## config.mk

```make
export PLATFORM = sky130hd
export DESIGN_NAME = charram_arbiter
export DESIGN_NICKNAME = d
export VERILOG_FILES = /design/src/rtl/coffee_bus_pkg.sv /design/src/rtl/charram_fill_engine.sv /design/src/rtl/charram_arbiter.sv
export SDC_FILE = /design/constraint.sdc
export NUM_CORES = 1
export LEC_CHECK = 0
export CAP_MARGIN = 20
export CORE_MARGIN = 3
export CORE_UTILIZATION = 50
export CTS_BUF_LIST = sky130_fd_sc_hd__clkbuf_8
export DETAILED_ROUTE_END_ITERATION = 16
export PLACE_DENSITY = 0.92
export SLEW_MARGIN = 20
export SYNTH_ARGS = -nofsm -noshare
export SYNTH_HDL_FRONTEND = slang
export SYNTH_SLANG_ARGS = --single-unit
```

## constraint.sdc

```tcl
create_clock -name clock -period 2.1 [get_ports clock]
set_input_delay 0.315 -clock clock [delete_from_list [all_inputs] [get_ports clock]]
set_output_delay 0.315 -clock clock [all_outputs]
set_load 0.005 [all_outputs]
```

## src/rtl/coffee_bus_pkg.sv

```systemverilog
// Shared CPU-bus constants for the character RAM write side: region decode,
// control register addresses, fill command field positions and fill FSM states.
package coffee_bus_pkg;

    localparam logic [3:0]  CHAR_REGION   = 4'hE;
    localparam logic [15:0] BASE_REG_ADDR = 16'hFFFD;
    localparam logic [15:0] CMD_REG_ADDR  = 16'hFFFE;

    localparam int unsigned START_BIT = 31;
    localparam int unsigned ABORT_BIT = 30;
    localparam int unsigned LEN_LSB   = 8;
    localparam int unsigned LEN_MSB   = 19;

    // Command length field is length-1; the counter needs one extra bit for 4096
    localparam int unsigned LEN_W = LEN_MSB - LEN_LSB + 1;
    localparam int unsigned CNT_W = LEN_W + 1;

    typedef enum logic [1:0] {
        IDLE,
        FILL,
        DONE
    } fill_state_e;

endpackage

```

## src/rtl/charram_fill_engine.sv

```systemverilog
// Fill engine: walks a pointer from the latched base, writing one byte per
// unstalled cycle until the programmed length is exhausted or an abort arrives.
module charram_fill_engine
    import coffee_bus_pkg::*;
#(
    parameter int unsigned ADDR_W = 12
) (
    input  logic              clk_i,
    input  logic              rst_ni,
    input  logic              stall_i,
    input  logic              base_we_i,
    input  logic [ADDR_W-1:0] base_i,
    input  logic              cmd_we_i,
    input  logic [7:0]        cmd_byte_i,
    input  logic [LEN_W-1:0]  cmd_len_i,
    input  logic              cmd_start_i,
    input  logic              cmd_abort_i,
    output logic              wr_req_o,
    output logic [ADDR_W-1:0] wr_addr_o,
    output logic [7:0]        wr_data_o,
    output logic              busy_o,
    output logic              done_o
);

    fill_state_e       state_q, state_d;
    logic [ADDR_W-1:0] base_q, base_d;
    logic [ADDR_W-1:0] ptr_q, ptr_d;
    logic [CNT_W-1:0]  cnt_q, cnt_d;
    logic [7:0]        byte_q, byte_d;
    logic              busy_q, done_q;
    logic              wr_req;
    logic              abort_cmd, start_cmd;

    // Abort wins over start when both are set in one command word
    assign abort_cmd = cmd_we_i && cmd_abort_i;
    assign start_cmd = cmd_we_i && cmd_start_i && !cmd_abort_i;

    always_comb begin
        state_d = state_q;
        base_d  = base_q;
        ptr_d   = ptr_q;
        cnt_d   = cnt_q;
        byte_d  = byte_q;
        wr_req  = 1'b0;

        unique case (state_q)
            IDLE: begin
                if (base_we_i) begin
                    base_d = base_i;
                end
                if (start_cmd) begin
                    state_d = FILL;
                    ptr_d   = base_q;
                    cnt_d   = CNT_W'(cmd_len_i) + CNT_W'(1);
                    byte_d  = cmd_byte_i;
                end
            end
            FILL: begin
                if (abort_cmd) begin
                    state_d = DONE;
                end else if (!stall_i) begin
                    wr_req = 1'b1;
                    ptr_d  = ptr_q + ADDR_W'(1);
                    cnt_d  = cnt_q - CNT_W'(1);
                    if (cnt_q == CNT_W'(1)) begin
                        state_d = DONE;
                    end
                end
            end
            DONE: begin
                if (base_we_i) begin
                    base_d = base_i;
                end
                state_d = IDLE;
            end
            default: state_d = IDLE;
        endcase
    end

    always_ff @(posedge clk_i or negedge rst_ni) begin
        if (!rst_ni) begin
            state_q <= IDLE;
            base_q  <= '0;
            ptr_q   <= '0;
            cnt_q   <= '0;
            byte_q  <= '0;
            busy_q  <= 1'b0;
            done_q  <= 1'b0;
        end else begin
            state_q <= state_d;
            base_q  <= base_d;
            ptr_q   <= ptr_d;
            cnt_q   <= cnt_d;
            byte_q  <= byte_d;
            busy_q  <= (state_d == FILL);
            done_q  <= (state_d == DONE);
        end
    end

    assign wr_req_o  = wr_req;
    assign wr_addr_o = ptr_q;
    assign wr_data_o = byte_q;
    assign busy_o    = busy_q;
    assign done_o    = done_q;

endmodule

```

## src/rtl/charram_arbiter.sv

```systemverilog
// Char RAM write-port owner: decodes CPU stores and muxes CPU char writes
// (always first) with fill engine writes onto the single RAM write port.
module charram_arbiter #(
    parameter int unsigned ADDR_W        = 12,
    parameter logic [15:0] BASE_REG_ADDR = coffee_bus_pkg::BASE_REG_ADDR,
    parameter logic [15:0] CMD_REG_ADDR  = coffee_bus_pkg::CMD_REG_ADDR
) (
    input  logic              clock,
    input  logic              nRst,
    input  logic [15:0]       cpu_addr,
    input  logic [31:0]       cpu_data,
    input  logic              cpu_wren,
    output logic [ADDR_W-1:0] ram_addr,
    output logic [7:0]        ram_data,
    output logic              ram_wren,
    output logic              busy,
    output logic              done
);

    logic              cpu_char, base_we, cmd_we;
    logic              eng_req;
    logic [ADDR_W-1:0] eng_addr;
    logic [7:0]        eng_data;
    logic              unused_cmd_bits;

    assign cpu_char = cpu_wren && (cpu_addr[15:12] == coffee_bus_pkg::CHAR_REGION);
    assign base_we  = cpu_wren && (cpu_addr == BASE_REG_ADDR);
    assign cmd_we   = cpu_wren && (cpu_addr == CMD_REG_ADDR);

    assign unused_cmd_bits = ^cpu_data[coffee_bus_pkg::ABORT_BIT-1:coffee_bus_pkg::LEN_MSB+1];

    charram_fill_engine #(
        .ADDR_W (ADDR_W)
    ) u_fill_engine (
        .clk_i       (clock),
        .rst_ni      (nRst),
        .stall_i     (cpu_char),
        .base_we_i   (base_we),
        .base_i      (cpu_data[ADDR_W-1:0]),
        .cmd_we_i    (cmd_we),
        .cmd_byte_i  (cpu_data[7:0]),
        .cmd_len_i   (cpu_data[coffee_bus_pkg::LEN_MSB:coffee_bus_pkg::LEN_LSB]),
        .cmd_start_i (cpu_data[coffee_bus_pkg::START_BIT]),
        .cmd_abort_i (cpu_data[coffee_bus_pkg::ABORT_BIT]),
        .wr_req_o    (eng_req),
        .wr_addr_o   (eng_addr),
        .wr_data_o   (eng_data),
        .busy_o      (busy),
        .done_o      (done)
    );

    // Zero-latency CPU path; the engine is stalled whenever this side is taken
    always_comb begin
        ram_addr = eng_addr;
        ram_data = eng_data;
        ram_wren = eng_req;
        if (cpu_char) begin
            ram_addr = cpu_addr[ADDR_W-1:0];
            ram_data = cpu_data[7:0];
            ram_wren = 1'b1;
        end
    end

endmodule
```

==> flow_summary.json <==
{
  "dp_cells": 471,
  "dieArea_mm2": 0.00696,
  "required_ps": 1780,
  "wl_per_cell_um": 18.0,
  "crit_path_start_kind": "input pin",
  "end_kind": "output pin",
  "finalHoldViolations": 0,
  "dp_hpwl_um": 6160,
  "gp_congestion": 0.923,
  "async_reset_ff_share_pct": 100,
  "finalPower_mw": 1.90,
  "grt_setup_unrepaired": "true",
  "antenna_found_initial": 0,
  "io_pins": 74,
  "ys_seq_area_share_pct": 40.9,
  "synth_edf_count": 0,
  "finalSetupViolCount": 0,
  "cts_tree": "built",
  "finalMaxSlewViolations": 0,
  "yosys_most_used_dff": "dfrtp_1",
  "num_antenna_cells": 0,
  "maxCapViolations": 0,
  "grt_start_max_net_pins": 36,
  "min_period_over_period_pct": 98.4,
  "portBuffers": 63,
  "path_class": "in2out",
  "fin_skew_ps": 6.91,
  "multi_input_comb_area_mm2": 0.00169,
  "fmax_mhz": 484,
  "synthDistinctLibCells": 47,
  "ff_latch_area_mm2": 0.00123,
  "route.detailed.drc": 0,
  "die_h_um": 83.5,
  "core_mm2": 0.00564,
  "power.density_mw_per_mm2": 472,
  "fin_crit_ps": 2070,
  "cts-root-buf": "clkbuf_8",
  "grt_usage_pct": 24.9,
  "clkTransAtPathRegs_ps": 90,
  "drt_iter0_drc": 343,
  "clock_latency_ps": 300,
  "area_growth_pct": 34.3,
  "synth.most_common_cell": "dfrtp_1",
  "p_leak_nw": 1.90,
  "ys_ff_latch": 49,
  "ant_nets": 0,
  "first_pass_iters": 5,
  "wl_um": 8710,
  "vias_per_cell": 6.21,
  "htree_num_levels": 2,
  "status": "completed",
  "synth_fp_nets": 379,
  "grt_pass1_wl_um": 14200,
  "vias": 3008,
  "clock-sinks": 49,
  "synth_area_leaders": "dfrtp_1 41%, mux2_2 11%, nand2_1 5.0%",
  "clock_path_buffers": 2,
  "cts-buffers-inserted": 5,
  "worst_slew_margin_rel_pct": 57.3,
  "drive_above_1_share_pct": 21.1,
  "synth_area_per_cell_um2": 9.26,
  "start_util_pct": 53.2,
  "min_path_type": "in2async",
  "nFillCells": 394,
  "yosysTopAreaCell": "dfrtp_1",
  "critPathMaxFanout": 5,
  "arrival_ps": 1750,
  "core.rowCount": 27,
  "die_w_um": 83.5,
  "netlist_instances": 324,
  "cts_hold_buffers": 0,
  "ys_warn_count": 0,
  "grt_pass1_vias": 2909,
  "synth_area_mm2": 0.00300,
  "tns_ps": 0,
  "synth_top_area_share_pct": 40.9,
  "grt_overflow": 0,
  "final_cell_count_no_fill": 484,
  "tightest_slew_ps": 641,
  "synth_common_cells": "49 x dfrtp_1, 40 x nand2_1, 32 x nor2_1, 30 x mux2_2, 29 x a21oi_1",
  "vdd_ir_drop_max_mv": 0.257,
  "fin_nets": 466
}
final timing paths:
kind / endpoint / cells past startpoint / from / slack, ps
max: ram_addr[0] / 5 / cpu_wren / 30
max reg2reg: u_fill_engine.wr_addr_o[8] / 6 / u_fill_engine.wr_addr_o[0] / 170
min: u_fill_engine.cnt_q[11] / 1 / nRst / 20
max in group asynchronous: u_fill_engine.wr_addr_o[9] / 2 / nRst / 1430
min reg2reg: u_fill_engine.wr_data_o[0] / 1 / u_fill_engine.wr_data_o[0] / 520
min in group clock: u_fill_engine.wr_data_o[0] / 1 / u_fill_engine.wr_data_o[0] / 520
routing by layer:
layer  routed length [um]  up-vias  track usage, %  share of wire, %
met5                    0        -               0                 0
met4                  247        0            8.48               2.8
met3                  676       33            5.82               7.8
met2                 4180      179            40.7                48
met1                 3600     1419            32.5                41
li1                     -     1377               -                 -
registers in the layout, indices dropped and copies added (netlist names):
register                 count
u_fill_engine.base_q        12
u_fill_engine.wr_addr_o     12
u_fill_engine.wr_data_o      8
u_fill_engine.state_q        2
u_fill_engine.done_o         1
u_fill_engine.cnt_q         13
u_fill_engine.busy_o         1
cell usage in the layout (no fill, tap or decap), types with 7 or more instances in the layout:
| master | instances |
|---|---|
| dlygate4sd2_1 | 21 |
| dfrtp_1 | 49 |
| o22a_1 | 15 |
| clkdlybuf4s50_1 | 40 |
| nand2_1 | 40 |
| nor2_1 | 31 |
| a31oi_1 | 16 |
| and3_1 | 7 |
| buf_4 | 35 |
| mux2_2 | 30 |
| a21oi_1 | 29 |
repair_timing:
action                     in CTS  in global routing
cloned                          2                  0
pin swaps                       8                  1
buffers inserted                3                  0
gates resized for setup        30                  1
setup endpoints to repair      32                  2
cell type report:
| cell class | count | share of cell area, % |
|---|---|---|
| Inverter | 5 | 0.466 |
| Clock inverter | 2 | 0.839 |
| Multi-Input combinational cell | 251 | 42.0 |
| Timing Repair Buffer | 99 | 21.9 |
| Tap cell | 72 | 2.24 |
| Clock buffer | 6 | 2.05 |
| Sequential cell | 49 | 30.4 |
metrics by stage:
step | hold WS (ps) | util [%] | setup WS [ps] | instance area [um2]
final | 21.7 | 71.4 | 33.5 | 4030
after global routing | 64.9 | 71.4 | -12.5 | 4030
after CTS | 34.6 | 71.3 | 41.9 | 4030
after detailed placement | 363 | 68.6 | -495 | 3870
after global placement | 354 | 68.6 | -426 | 3870
after floorplan | 19.4 | - | 296 | 3000
cells by family (layout without fill, tap and decap cells):
logic type	Yosys count	after routing	share of synthesized area (%)
simple gates	117	119	19.4
compound gates	89	89	19.9
flops	49	49	40.9
mux	31	31	11.6
buf+inv	26	112	4.21
xor+xnor	8	8	2.34
fa+ha+maj	4	4	1.67
critical path, cell delays in order:
cell             delay, ps
dlygate4sd2_1          240
nand4_4                160
or2_4                  310
mux2_2                 230
clkdlybuf4s50_1        490
power breakdown:
part,switching [mW],internal [mW]
clock network,0.323,0.384
registers,0.0147,0.953
logic,0.105,0.121
Power figures use the tool's default switching activity.
==> RTL change 1 (same flow settings) <==
Make the reset (`rst_ni`) synchronous in one clocked block.
--- a/src/rtl/charram_fill_engine.sv
+++ b/src/rtl/charram_fill_engine.sv
@@ -78,5 +78,5 @@
     end
 
-    always_ff @(posedge clk_i or negedge rst_ni) begin
+    always_ff @(posedge clk_i) begin
         if (!rst_ni) begin
             state_q <= IDLE;
Formal check against the unedited RTL: differs if nRst is asserted again (counterexample within 4 cycles, from zero or initial values and one cycle with nRst low); with nRst held inactive, the same outputs for 10 cycles.
==> RTL change 1 against the unedited design <==
  * Non-clock buffer count is 12 higher
  * Sequential cell count stayed put
  * Final area is 4.0% higher
  * Total power is 2.9% lower
  * Synthesized cell count is 22% higher
  * Clock skew is 4.4 ps higher
  * Wire length is 19% higher
  * Worst setup slack worse by 31 ps
  * Core utilization is 2.4 points higher
  * Area after synthesis is 0.29% higher
  * Critical endpoint is now ram_wren
==> RTL change 1: results (changes against the unedited design) <==
status: "completed"
grt_pass1_wl_mm: 16.6  # +17%
n_all_inverters: 6  # +1
final-clk-cell-share_pct: 2.69  # -0.20 points
peakVddDrop_v: 0.000381  # +48%
synth_common_cells: "82 x nand2_1, 49 x dfxtp_1, 45 x a21oi_1, 21 x clkbuf_1, 20 x nor2_1"
final-nonclk-buf-share_pct: 24.7  # +2.7 points
place_area_sq_um: 3900  # +0.81%
multi_input_area_sq_um: 1950  # +15%
syn-num-nets: 450  # +19%
num-multi-input-gates: 311  # +24%
num_vias: 3557  # +18%
clk-insertion-delay-late_ps: 320  # +20 ps
ys.flop_type: "dfxtp_1"
worst_pin_slew_ps: 514  # -127 ps
gp_congestion: 0.945  # +2.4%
dp_hpwl_mm: 6.56  # +6.5%
num-clock-buffers: 5  # -1
syn_area_per_cell_sq_um: 7.61  # -18%
skew_ps: 11.3  # +4.37 ps
seq_area_frac_synth_pct: 32.6  # -8.3 points
synth_area_leaders: "dfxtp_1 33%, nand2_1 10%, a21oi_1 7.5%, mux2_2 6.7%, o32ai_1 3.8%"
grt_pass1_vias: 3428  # +18%
synth_compound_area_share_pct: 23.3  # +3.4 points
multi_input_area_share_pct: 46.5  # +4.5 points
post-cts-setup-buffer-count: 8  # +5
grt_max_degree: 47  # +31%
synth.distinct_cells: 53  # +13%
clk_path_buf_depth: 2  # unchanged
post-place-ws_ps: -746  # -252 ps
slowest_delay_ps: 370  # -120 ps
wl_mm: 10.4  # +19%
cp_slowest_cell: "nor4_4"
drive_above_1_share_pct: 20.4  # -0.70 points
min_path_type: "flop to flop"
wire_per_inst_um: 18.6  # +3.5%
n_all_buffers: 111  # +12%
cp.arrival_ps: 1780  # +30 ps
grt_usage_pct: 28.8  # +3.9 points
ctsResizeCount: 64  # +110%
synth.area.mux_share_pct: 6.74  # -4.9 points
fillers: 389  # -1.3%
drtIter0Drc: 494  # +44%
seq_area_share_pct: 23.4  # -7.0 points
dp_cells: 537  # +14%
synth_xor_area_share_pct: 2.91  # +0.58 points
[RTL change 1: kinds of logic after synthesis]
kind of cell | after synthesis
AO/OA/AOI/OAI | 109
XOR/XNOR | 10
adder cells (fa/ha/maj) | 4
buffers and inverters | 35
flip-flops | 49
multiplexers | 18
AND/OR/NAND/NOR | 170
[RTL change 1: power groups by stage]
stage / Combinational (W) / Sequential (W) / Clock, W
global placement: 0.000190 / 0.000950 / 0
detailed placement: 0.000195 / 0.000950 / 0
finish: 0.000206 / 0.000928 / 0.000712
global route: 0.000218 / 0.000929 / 0.000746
floorplan: 0.0000593 / 0.000950 / 0
CTS: 0.000199 / 0.000928 / 0.000705
[RTL change 1: path summary, 6_finish.rpt]
check                                            start                                  endpoint  slack, ps  depth (start not counted)
hold / removal    u_fill_engine.base_q[5]$_SDFFE_PN0P_      u_fill_engine.base_q[5]$_SDFFE_PN0P_        460                          2
setup reg to reg   u_fill_engine.state_q[0]$_SDFF_PN0_  u_fill_engine.wr_addr_o[11]$_SDFFE_PN0P_        120                          7
hold reg to reg   u_fill_engine.base_q[5]$_SDFFE_PN0P_      u_fill_engine.base_q[5]$_SDFFE_PN0P_        460                          2
setup / recovery                           cpu_addr[6]                                  ram_wren          2                          7
[RTL change 1: layer usage]
| layer | GRT usage (%) | up-vias | routed length, um |
|---|---|---|---|
| li1 | - | 1623 | - |
| met1 | 35.8 | 1648 | 3990 |
| met2 | 48.3 | 250 | 4990 |
| met3 | 7.11 | 36 | 1100 |
| met4 | 10.4 | 0 | 288 |
| met5 | 0 | - | 0 |
[RTL change 1: critical path, delay by kind of cell]
| kind | cells | cell delay (ps) |
|---|---|---|
| and+or+nand+nor | 3 | 780 |
| buffers and inverters | 3 | 570 |
| AOI/OAI and AO/OA | 1 | 120 |
==> RTL change 2 (same settings) <==
Without the edit above. `ADDR_W` is set to 12 in 2 places; all go to 13.
--- a/src/rtl/charram_fill_engine.sv
+++ b/src/rtl/charram_fill_engine.sv
@@ -4,5 +4,5 @@
     import coffee_bus_pkg::*;
 #(
-    parameter int unsigned ADDR_W = 12
+    parameter int unsigned ADDR_W = 13
 ) (
     input  logic              clk_i,
--- a/src/rtl/charram_arbiter.sv
+++ b/src/rtl/charram_arbiter.sv
@@ -2,5 +2,5 @@
 // (always first) with fill engine writes onto the single RAM write port.
 module charram_arbiter #(
-    parameter int unsigned ADDR_W        = 12,
+    parameter int unsigned ADDR_W        = 13,
     parameter logic [15:0] BASE_REG_ADDR = coffee_bus_pkg::BASE_REG_ADDR,
     parameter logic [15:0] CMD_REG_ADDR  = coffee_bus_pkg::CMD_REG_ADDR
Ports: changed (resized ram_addr); port bits go from 74 to 75. No check against the original RTL was run, so the function may have changed too.
==> RTL change 2 against the unedited design <==
  * Final area up 9.4%
  * Sequential cell count up 2
  * Worst setup slack better by 58 ps
  * Count of clock-buffer cells in the layout down 1
  * Global-route usage up 2.1 points
  * Area after synthesis up 3.5%
  * Total power up 7.7%
  * Wire length up 6.5%
  * Critical path type unchanged
  * Highest routed layer unchanged
==> RTL change 2: results (changes against the unedited design) <==
r2r_end: "u_fill_engine.state_q[0]$_DFF_PN0_"
synth_warnings: 0  # unchanged
worst_pin_slew_ps: 519  # -121 ps
dp_hpwl_mm: 6.28  # +1.9%
post-place-ws_ps: -461  # +34.0 ps
worstPathMaxFanout: 4  # -1
grt_pass1_wl_mm: 15.7  # +11%
place_area_sq_um: 4080  # +5.5%
status: "completed"
cellLeakagePower_nw: 2.07  # +8.7%
min_path_type: "input port to asynchronous set/reset pin"
vias_per_cell: 6.24  # +0.41%
peakVddDrop_v: 0.000375  # +46%
grt_usage_pct: 26.9  # +2.1 points
fillers: 404  # +2.5%
syn-num-nets: 390  # +2.9%
ys.flop_type: "dfrtp_1"
fin_nets: 491  # +5.4%
skew_ps: 11.0  # +4.08 ps
postLayoutCoreUtil_pct: 74.0  # +2.6 points
synth_area_leaders: "dfrtp_1 41%, mux2_2 10%, a21oi_1 4.0%, nand2_1 4.0%, o22a_1 3.9%"
port_buffers: 64  # +1.6%
cp.arrival_ps: 1690  # -60 ps
seq_area_frac_synth_pct: 41.1  # +0.21 points
r2r_cells: 5  # -1
gp_congestion: 0.823  # -11%
synth.distinct_cells: 48  # +2.1%
whs_ps: 494  # +472 ps
drcViolationCount: 0  # unchanged
clk-insertion-delay-late_ps: 320  # +20 ps
ys_async_sr_fraction_pct: 100  # unchanged
rr_startpoint: "u_fill_engine.cnt_q[7]$_DFFE_PN0P_"
cts_root_buf: "clkbuf_8"
drtIter0Drc: 221  # -36%
synth_common_cells: "51 x dfrtp_1, 33 x nand2_1, 29 x nor2_1, 28 x mux2_2, 25 x a21oi_1"
clk_path_buf_depth: 2  # unchanged
clkTransAtPathRegs_ps: 100
cp-startpoint: "cpu_addr[14]"
syn_area_per_cell_sq_um: 9.27  # +0.15%
drtPass1Iterations: 5  # unchanged
htree_levels: 2  # unchanged
drive_above_1_share_pct: 25.4  # +4.3 points
r2r_setup_slack_ps: 100  # -70 ps
stdcell_count: 512  # +5.8%
grt_pass1_vias: 3239  # +11%
endpoint: "ram_addr[1]"
wire_per_inst_um: 18.1  # +0.70%
period_minus_slack_ps: 2010  # -58.3 ps
grt_max_degree: 39  # +8.3%
numCtsBuffers: 5  # unchanged
RTL change 2: cell count changes after synthesis, moves of 4 or more:
cell | before | now
nand3_1 | 6 | 16
nand2_1 | 40 | 33
mux2_1 | 0 | 4
a21oi_1 | 29 | 25
o21ai_0 | 3 | 8
nor3_1 | 5 | 9
RTL change 2: worst max-delay path, stage by stage:
cell	delay, ps
dlygate4sd2_1	200
nand4_1	180
nor2_4	220
buf_12	150
buf_12	100
buf_16	110
mux2_4	300
buf_2	130
RTL change 2: cell families after synthesis:
group / after synthesis / share of synthesized area, %
muxes: 33 / 11.9
and+or+nand+nor: 119 / 19.4
AOI/OAI and AO/OA: 93 / 20.1
buffers and inverters: 26 / 3.34
adders and majority gates: 4 / 1.61
DFF: 51 / 41.1
xor gates and xnor gates: 9 / 2.54
RTL change 2: timing repair:
action	CTS	global route
pin swaps	8	0
hold endpoints to repair	19	0
cloned	3	0
setup endpoints to repair	39	5
buffers inserted	10	0
hold buffers	1	0
gates resized for setup	101	2
RTL change 2: per-layer routing:
layer | vias up | part of all wire (%) | GRT usage, %
met1 | 1532 | 39 | 32.7
met4 | 0 | 1.8 | 8.92
met3 | 27 | 7.4 | 4.56
li1 | 1457 | - | -
met5 | - | 0 | 0
met2 | 179 | 52 | 48.5
RTL change 2: layout make-up:
| type | instances | share of cell area [%] |
|---|---|---|
| Multi-Input combinational cell | 258 | 40.3 |
| Sequential cell | 51 | 29.0 |
| Timing Repair Buffer | 116 | 25.1 |
| Tap cell | 75 | 2.13 |
| Clock buffer | 5 | 1.56 |
| Clock inverter | 3 | 1.53 |
| Inverter | 4 | 0.341 |
RTL change 2: report_power, final:
group | internal, W | switching [W] | total (W)
Clock | 0.000475 | 0.000346 | 0.000821
Sequential | 0.000990 | 0.0000109 | 0.00100
Combinational | 0.000126 | 0.0000990 | 0.000225
